`config.mk`:
```
export PLATFORM = sky130hd
export DESIGN_NAME = ascii_case_converter_flat
export DESIGN_NICKNAME = d
export VERILOG_FILES = /design/src/rtl/ascii_case_converter_if.sv /design/src/rtl/ascii_case_converter.sv /design/src/flat_wrapper.sv
export SDC_FILE = /design/constraint.sdc
export NUM_CORES = 1
export LEC_CHECK = 0
export ABC_AREA = 1
export ABC_CLOCK_PERIOD_IN_PS = 2300
export CAP_MARGIN = 20
export CORE_ASPECT_RATIO = 0.8
export CORE_MARGIN = 2
export CORE_UTILIZATION = 54
export CTS_BUF_LIST = sky130_fd_sc_hd__clkbuf_4 sky130_fd_sc_hd__clkbuf_8 sky130_fd_sc_hd__clkbuf_16
export DETAILED_ROUTE_END_ITERATION = 10
export MAX_ROUTING_LAYER = met4
export PLACE_DENSITY_LB_ADDON = 0.3
export SYNTH_ARGS = -nofsm -noshare
export SYNTH_HDL_FRONTEND = slang
export SYNTH_SLANG_ARGS = --single-unit
```
`constraint.sdc`:
```
create_clock -name clk -period 2.3 [get_ports clk]
set_input_delay 0.345 -clock clk [delete_from_list [all_inputs] [get_ports clk]]
set_output_delay 0.345 -clock clk [all_outputs]
set_load 0.05 [all_outputs]
```
`src/rtl/ascii_case_converter_if.sv`:
```
// Character stream bundle between a source, the case converter and a sink.
// The slave modport is the converter's view; the master modport is the source/sink side.
interface ascii_case_converter_if;
    logic       in_valid;
    logic       in_ready;
    logic [7:0] in_char;
    logic [1:0] mode;
    logic       out_valid;
    logic       out_ready;
    logic [7:0] out_char;

    modport master (
        output in_valid,
        output in_char,
        output mode,
        output out_ready,
        input  in_ready,
        input  out_valid,
        input  out_char
    );

    modport slave (
        input  in_valid,
        input  in_char,
        input  mode,
        input  out_ready,
        output in_ready,
        output out_valid,
        output out_char
    );
endinterface

```
`src/rtl/ascii_case_converter.sv`:
```
// Streaming ASCII case converter: converts each accepted character by the per-character mode,
// buffers it in a circular FIFO and counts (saturating) the characters whose value changed.
module ascii_case_converter #(
    parameter int DEPTH = 4,
    parameter int CNT_W = 16
) (
    input  logic                     clk,
    input  logic                     rst,
    ascii_case_converter_if.slave    bus,
    output logic [$clog2(DEPTH):0]   level,
    input  logic                     count_clr,
    output logic [CNT_W-1:0]         conv_count
);
    localparam int PTR_W = $clog2(DEPTH);
    localparam int LVL_W = PTR_W + 1;
    localparam logic [LVL_W-1:0] FULL_LEVEL = LVL_W'(DEPTH);
    localparam logic [CNT_W-1:0] CNT_MAX    = {CNT_W{1'b1}};

    logic [PTR_W-1:0] wr_ptr_q, wr_ptr_d;
    logic [PTR_W-1:0] rd_ptr_q, rd_ptr_d;
    logic [LVL_W-1:0] level_q, level_d;
    logic [CNT_W-1:0] cnt_q, cnt_d;
    logic [7:0]       mem_q [DEPTH];
    logic [7:0]       mem_d [DEPTH];

    logic       in_ready_int;
    logic       out_valid_int;
    logic       push;
    logic       pop;
    logic       is_lower;
    logic       is_upper;
    logic       flip;
    logic [7:0] conv_char;
    logic       altered;

    // Mode bit 0 enables lower->upper, bit 1 enables upper->lower; toggle sets both.
    always_comb begin
        is_lower  = (bus.in_char >= 8'h61) && (bus.in_char <= 8'h7A);
        is_upper  = (bus.in_char >= 8'h41) && (bus.in_char <= 8'h5A);
        flip      = (is_lower && bus.mode[0]) || (is_upper && bus.mode[1]);
        conv_char = flip ? (bus.in_char ^ 8'h20) : bus.in_char;
        altered   = (conv_char != bus.in_char);
    end

    // Readiness looks only at the stored level, so a full FIFO never takes a char while popping.
    assign in_ready_int  = (level_q < FULL_LEVEL) && !rst;
    assign out_valid_int = (level_q != '0);
    assign push          = bus.in_valid && in_ready_int;
    assign pop           = out_valid_int && bus.out_ready;

    assign bus.in_ready  = in_ready_int;
    assign bus.out_valid = out_valid_int;
    assign bus.out_char  = mem_q[rd_ptr_q];
    assign level         = level_q;
    assign conv_count    = cnt_q;

    always_comb begin
        mem_d    = mem_q;
        wr_ptr_d = wr_ptr_q;
        rd_ptr_d = rd_ptr_q;
        level_d  = level_q;
        if (push) begin
            mem_d[wr_ptr_q] = conv_char;
            wr_ptr_d        = wr_ptr_q + PTR_W'(1);
        end
        if (pop) begin
            rd_ptr_d = rd_ptr_q + PTR_W'(1);
        end
        if (push && !pop) begin
            level_d = level_q + LVL_W'(1);
        end else if (pop && !push) begin
            level_d = level_q - LVL_W'(1);
        end
    end

    // Clear wins over a same-cycle increment.
    always_comb begin
        cnt_d = cnt_q;
        if (count_clr) begin
            cnt_d = '0;
        end else if (push && altered && (cnt_q != CNT_MAX)) begin
            cnt_d = cnt_q + CNT_W'(1);
        end
    end

    always_ff @(posedge clk or posedge rst) begin
        if (rst) begin
            wr_ptr_q <= '0;
            rd_ptr_q <= '0;
            level_q  <= '0;
            cnt_q    <= '0;
            for (int i = 0; i < DEPTH; i++) begin
                mem_q[i] <= 8'h00;
            end
        end else begin
            wr_ptr_q <= wr_ptr_d;
            rd_ptr_q <= rd_ptr_d;
            level_q  <= level_d;
            cnt_q    <= cnt_d;
            mem_q    <= mem_d;
        end
    end
endmodule

```
`src/flat_wrapper.sv`:
```
// flat-port wrapper written by rule: the top's interface ports become plain ports
module ascii_case_converter_flat 
#(
    parameter int DEPTH = 4,
    parameter int CNT_W = 16
)
  (clk, rst, level, count_clr, conv_count, bus_in_valid, bus_in_char, bus_mode, bus_out_ready, bus_in_ready, bus_out_valid, bus_out_char);
  ascii_case_converter_if bus_i ();
  input  logic clk;
  input  logic rst;
  output logic [$clog2(DEPTH):0] level;
  input  logic count_clr;
  output logic [CNT_W-1:0] conv_count;
  input wire logic [$bits(bus_i.in_valid)-1:0] bus_in_valid;
  input wire logic [$bits(bus_i.in_char)-1:0] bus_in_char;
  input wire logic [$bits(bus_i.mode)-1:0] bus_mode;
  input wire logic [$bits(bus_i.out_ready)-1:0] bus_out_ready;
  output wire logic [$bits(bus_i.in_ready)-1:0] bus_in_ready;
  output wire logic [$bits(bus_i.out_valid)-1:0] bus_out_valid;
  output wire logic [$bits(bus_i.out_char)-1:0] bus_out_char;
  assign bus_i.in_valid = bus_in_valid;
  assign bus_i.in_char = bus_in_char;
  assign bus_i.mode = bus_mode;
  assign bus_i.out_ready = bus_out_ready;
  assign bus_in_ready = bus_i.in_ready;
  assign bus_out_valid = bus_i.out_valid;
  assign bus_out_char = bus_i.out_char;
  ascii_case_converter #(.DEPTH(DEPTH), .CNT_W(CNT_W)) u_core (.clk(clk), .rst(rst), .bus(bus_i), .level(level), .count_clr(count_clr), .conv_count(conv_count));
endmodule
```
# [Yosys cells after proc, flatten, opt, wreduce, memory -nomap -nowiden]
# Index checks and enable logic that the tools add are counted.
[word_totals] ff_bits=55 latchBits=0 ram_bits=0 rom_bits=0 in_bits=15 output_inout_bits=29 wordCells=56 memories=0
[op_classes] add_sub_neg=5 n_mul=0 n_div=0 n_lt_le_gt_ge=8 n_eq_ne=2 shift=0 muxes=11 n_bitwise=3 n_reduce_logical=19
[op_table] op="32-bit bitwise mux" count=1
[op_table] op="16-bit two-way mux" count=2
[op_table] op="8-bit two-way mux" count=3
[op_table] op="16-bit by 1-bit adder with 16-bit output, second input constant" count=1
[op_table] op="8-bit binary-select mux with 2-bit select" count=1
[op_table] op="8-bit demux with 2-bit select" count=1
[op_table] op="8-bit by 7-bit >= comparator with 1-bit output, second input constant" count=2
[op_table] op="8-bit by 7-bit less-or-equal comparator with 1-bit output, second input constant" count=2
[op_table] op="16-bit != test, second input constant" count=1
[op_table] op="1-bit logical AND" count=12
[op_table] op="8-bit != test" count=1
[op_table] op="3-bit >= comparator, second input constant" count=2
[op_table] op="3-bit two-way mux" count=2
[op_table] op="6-bit two-way mux" count=1
[op_table] op="2-bit NOT with 3-bit output" count=2
[op_table] op="2-bit by 1-bit adder with 2-bit output, second input constant" count=2
[op_table] op="2-bit nonzero test" count=2
[op_table] op="3-bit by 1-bit adder with 3-bit output, second input constant" count=1
[op_table] op="1-bit logical NOT" count=3
[op_table] op="3-bit by 1-bit < comparator with 1-bit output, second input constant" count=1
[op_table] op="3-bit < comparator, second input constant" count=1
[op_table] op="3-bit nonzero test" count=1
[op_table] op="3-bit by 1-bit subtractor with 3-bit output, second input constant" count=1
[op_table] op="1-bit logical OR" count=1
[op_table] op="1-bit NOT" count=1

# [Logic depth before layout (Yosys ltp)]
[depth] depth_word=10 ltp_mapped=11 mapped_depth_nobuf=10

# [Worst setup path before layout]
# OpenSTA, ideal clock, no wires.
[synth_timing] kind="register to register" startpoint="register u_core.level_q[2] (netlist: u_core.level[2])" endpoint="register u_core.level_q[1] (netlist: u_core.level[1])" setup_ns=0.125 t_arrival_ns=2.296 t_required_ns=2.175 slack_ns=-0.121 path_stages_with_launch=8 n_path_buf=0 period_less_slack_ns=2.421 cell_sequence="dfrtp_1 -> inv_1 -> nand2_1 -> nand2_1 -> ha_1 -> inv_1 -> fa_1 -> mux2_2"
[synth_between] word_cells_on_any_way=11 cone_classes="order compare (1); mux (1); reduce/logical (9)"
[synth_rtl] item="start, declared" line="ascii_case_converter.sv:21" rtl="logic [LVL_W-1:0] level_q, level_d;"
[synth_rtl] item="start signal, assigned" line="ascii_case_converter.sv:98" rtl="level_q <= level_d;"
[synth_rtl] item="3-bit nonzero test" line="ascii_case_converter.sv:47" rtl="assign out_valid_int = (level_q != '0);"
[synth_rtl] item="named net bus_out_valid" line="flat_wrapper.sv:19" rtl="output wire logic [$bits(bus_i.out_valid)-1:0] bus_out_valid;"
[synth_rtl] item="1-bit logical AND" line="ascii_case_converter.sv:49" rtl="assign pop = out_valid_int && bus.out_ready;"
[synth_rtl] item="1-bit logical NOT" line="ascii_case_converter.sv:69" rtl="if (push && !pop) begin"
[synth_rtl] item="1-bit logical AND" line="ascii_case_converter.sv:69"
[synth_rtl] item="3-bit two-way mux" line="ascii_case_converter.sv:69"
[synth_rtl] item="named net u_core.level_d[1]" line="ascii_case_converter.sv:21"
# The timed path passes the listed nets, and every way through them passes these cells.
# A chain may end at the register's enable or synchronous reset.

# [Worst setup path after layout]
[layout_timing] startpoint="register u_core.rd_ptr_q[0]" endpoint="output port bus_out_char[5]"
[layout_between] elab_chain_len=4
[layout_rtl] item="start, declared" line="ascii_case_converter.sv:20" rtl="logic [PTR_W-1:0] rd_ptr_q, rd_ptr_d;"
[layout_rtl] item="start signal, assigned" line="ascii_case_converter.sv:97" rtl="rd_ptr_q <= rd_ptr_d;"
[layout_rtl] item="2-bit NOT with 3-bit output (implied by the code)" line="ascii_case_converter.sv:53" rtl="assign bus.out_char = mem_q[rd_ptr_q];"
[layout_rtl] item="8-bit binary-select mux with 2-bit select" line="ascii_case_converter.sv:53"
[layout_rtl] item="8-bit two-way mux (implied by the code) (2 in a row)" line="ascii_case_converter.sv:53"
[layout_rtl] item="end, declared" line="flat_wrapper.sv:20" rtl="output wire logic [$bits(bus_i.out_char)-1:0] bus_out_char;"
# No other way between the ends. The select of a mux whose other input is x is not followed.

==> results.ini <==
[clocking]
clock_sinks=55
clk_latency_ns=0.32
clk_pin_slew_worst_paths_ns=0.10
numCtsBuffers=5
htree_levels=2
ctsLongestPathBuffers=2
post_cts_resized=0
cts_hold_buf=0
cts_root_buf=clkbuf_8
cts_tree=built
cts_setup_buffers=0

[pwr]
leakage_nw=1.78
pwr_density_cell_mw_per_mm2=1200
power_mw=4.36
vdd_drop_max_mv=1.17

[yosys]
syn_inst=375
syn_nets=397
seq_area_frac_synth_pct=47.0
synthAdderAreaFrac_pct=3.25
yosys.area_share.simple_pct=27.4
synth_top_family_by_area=simple AND/OR/NAND/NOR gates
ys_warn_count=0
synth_cell_types=23
netlist_area_mm2=0.00293
postSynthAreaPerCell_um2=7.80
synth_xor_area_share_pct=3.29
synth.mux.area_fraction_pct=0.385
yosys_register_bits=55
synth_compound_area_share_pct=11.5

[grt]
grt_busiest_layer=met1
use_met1_pct=36.1
use_met2_pct=35.4
grt_pass1_wl_um=11800
antenna_found_initial=0
grt_pass1_vias=2524
grt_usage_pct=25.2
grt_max_degree=38
grt_util_met3_pct=5.71
grt_overflow=0

[setup_path]
arrival_ns=1.74
critPathKind=reg2out
regToRegEndpoint=u_core.level[2]$_DFFE_PP0P_
worstPathRequired_ns=1.96
crit_path_max_incr_delay_ns=0.39
cp-end-kind=output pin
r2r_start=u_core.level[0]$_DFFE_PP0P_
r2r_slack_ns=0.40
start_kind=flip-flop
cp_cell_sequence=inv_1 -> o21ai_0 -> o22ai_1 -> buf_12
critical_path.max_fanout=17
reg2reg_depth=9
cp_slowest_cell=dfrtp_1

[routing]
wl_per_cell_um=14.2
routed_via_density=5.61
ant_nets=0
firstDrtPassIters=5
first_iter_violations=253
drc=0
vias=2697
totalWireLength_um=6820

[timing]
max_clock_freq_mhz=479
setup_ws_ns=0.210
worst_slew_pin_slew_ns=0.549
min_period_ns=2.09
hold_viol_final=0
max-slew-margin-rel_pct=63.3
finalSetupTns_ns=0
rsz0062_at_grt=false
period_share_pct=90.9
drv_slew=0
setup_violations=0
fin_worst_skew_ns=0.00455

[layout]
nNetsFinal=440
diodes=0
final_cell_mix=92 x nand2_1, 53 x dfrtp_1, 50 x o21ai_0
drive_above_1_share_pct=7.64
final_common_cell=nand2_1
area_growth_pct=23.7
stdcell_count=481

[run]
maxCapViolCount=0

[placement]
place_worst_setup_slack_ns=0.0879
dp_cells=473
io_buffers=43
place_congestion=0.913
dpl.hpwl_um=4680

[die]
row_count=23
coreArea_mm2=0.00512
start_util_pct=57.1
io_pins=44
die_h_um=69.8
fp.dieW_um=86.3
dieArea_mm2=0.00603

[status]
status=complete, no violations

[min_path]
hold_path.class=in2async

routing by layer:
layer | up-vias | part of all wire [%]
met5 | - | 0
met4 | 0 | 1.5
met1 | 1272 | 48
met2 | 106 | 44
li1 | 1308 | -
met3 | 11 | 6.9
how the worst max path moves through the flow:
stage | from | slack [ns] | endpoint | cells past startpoint
floorplan | u_core.level[1]$_DFFE_PP0P_ | 0.12 | u_core.level[1]$_DFFE_PP0P_ | 7
global placement | rst | 0.17 | u_core.level[2]$_DFFE_PP0P_ | 8
detailed placement | rst | 0.09 | u_core.level[2]$_DFFE_PP0P_ | 8
CTS | u_core.level[2]$_DFFE_PP0P_ | 0.23 | bus_out_valid | 3
global route | u_core.rd_ptr_q[0]$_DFFE_PP0P_ | 0.09 | bus_out_char[5] | 4
finish | u_core.rd_ptr_q[0]$_DFFE_PP0P_ | 0.21 | bus_out_char[5] | 4
sequential cells by signal, indices dropped and copies added, names as in the netlist:
name,flops
u_core.level,3
u_core.rd_ptr_q,2
u_core.conv_count,16
u_core.wr_ptr_q,2
u_core.mem_q,32
cell usage after synthesis (all sizes together):
cell type	n	area share, %
nand2	93	12
dfrtp	55	47
o21ai	50	8.6
nand3	41	7.0
nor2	41	5.5
inv	38	4.9
xor2	10	3.0
buf	8	1.6
nand4	8	1.9
o22ai	8	1.7
ha	6	2.6
clkbuf	5	0.64
a21oi	3	0.51
o21bai	3	0.77
nor3	2	0.34
fa	1	0.68
mux2	1	0.38
nor3b	1	0.64
xnor2	1	0.30
cell families (layout without fill, tap and decap cells):
kind of cell / Yosys count / count (layout)
multiplexers: 1 / 1
adder cells (fa/ha/maj): 7 / 7
XOR/XNOR: 11 / 11
AO/OA/AOI/OAI: 64 / 64
AND/OR/NAND/NOR: 186 / 186
flip-flops: 55 / 55
buffers and inverters: 51 / 95
metrics by stage:
| stage | utilization, % | hold WS [ns] | area, um2 |
|---|---|---|---|
| floorplan | - | 0.448 | 2930 |
| global placement | 68.7 | 0.461 | 3520 |
| detailed placement | 68.7 | 0.469 | 3520 |
| CTS | 70.7 | 0.457 | 3620 |
| global route | 70.7 | 0.490 | 3620 |
| finish | 70.7 | 0.441 | 3620 |
worst max-delay path: cells and delay by family (launching register included):
kind | cells | cell delay [ns]
compound gates | 2 | 0.47
buf+inv | 2 | 0.57
flops | 1 | 0.39
area by class of cell:
type                            count  area, um2
Fill cell                         419       1500
Clock inverter                      2       16.3
Multi-Input combinational cell    269       1340
Tap cell                           62       77.6
Timing Repair Buffer               49        578
Inverter                           38        143
Sequential cell                    55       1380
Clock buffer                        6       82.6
where the power goes:
group	total, mW	internal [mW]	leakage [nW]	switching [mW]
logic	2.26	0.929	1.02	1.33
clock network	0.581	0.247	0.0474	0.334
registers	1.53	1.29	0.709	0.232
total	4.36	2.47	1.78	1.89
Power figures use the tool's default switching activity.
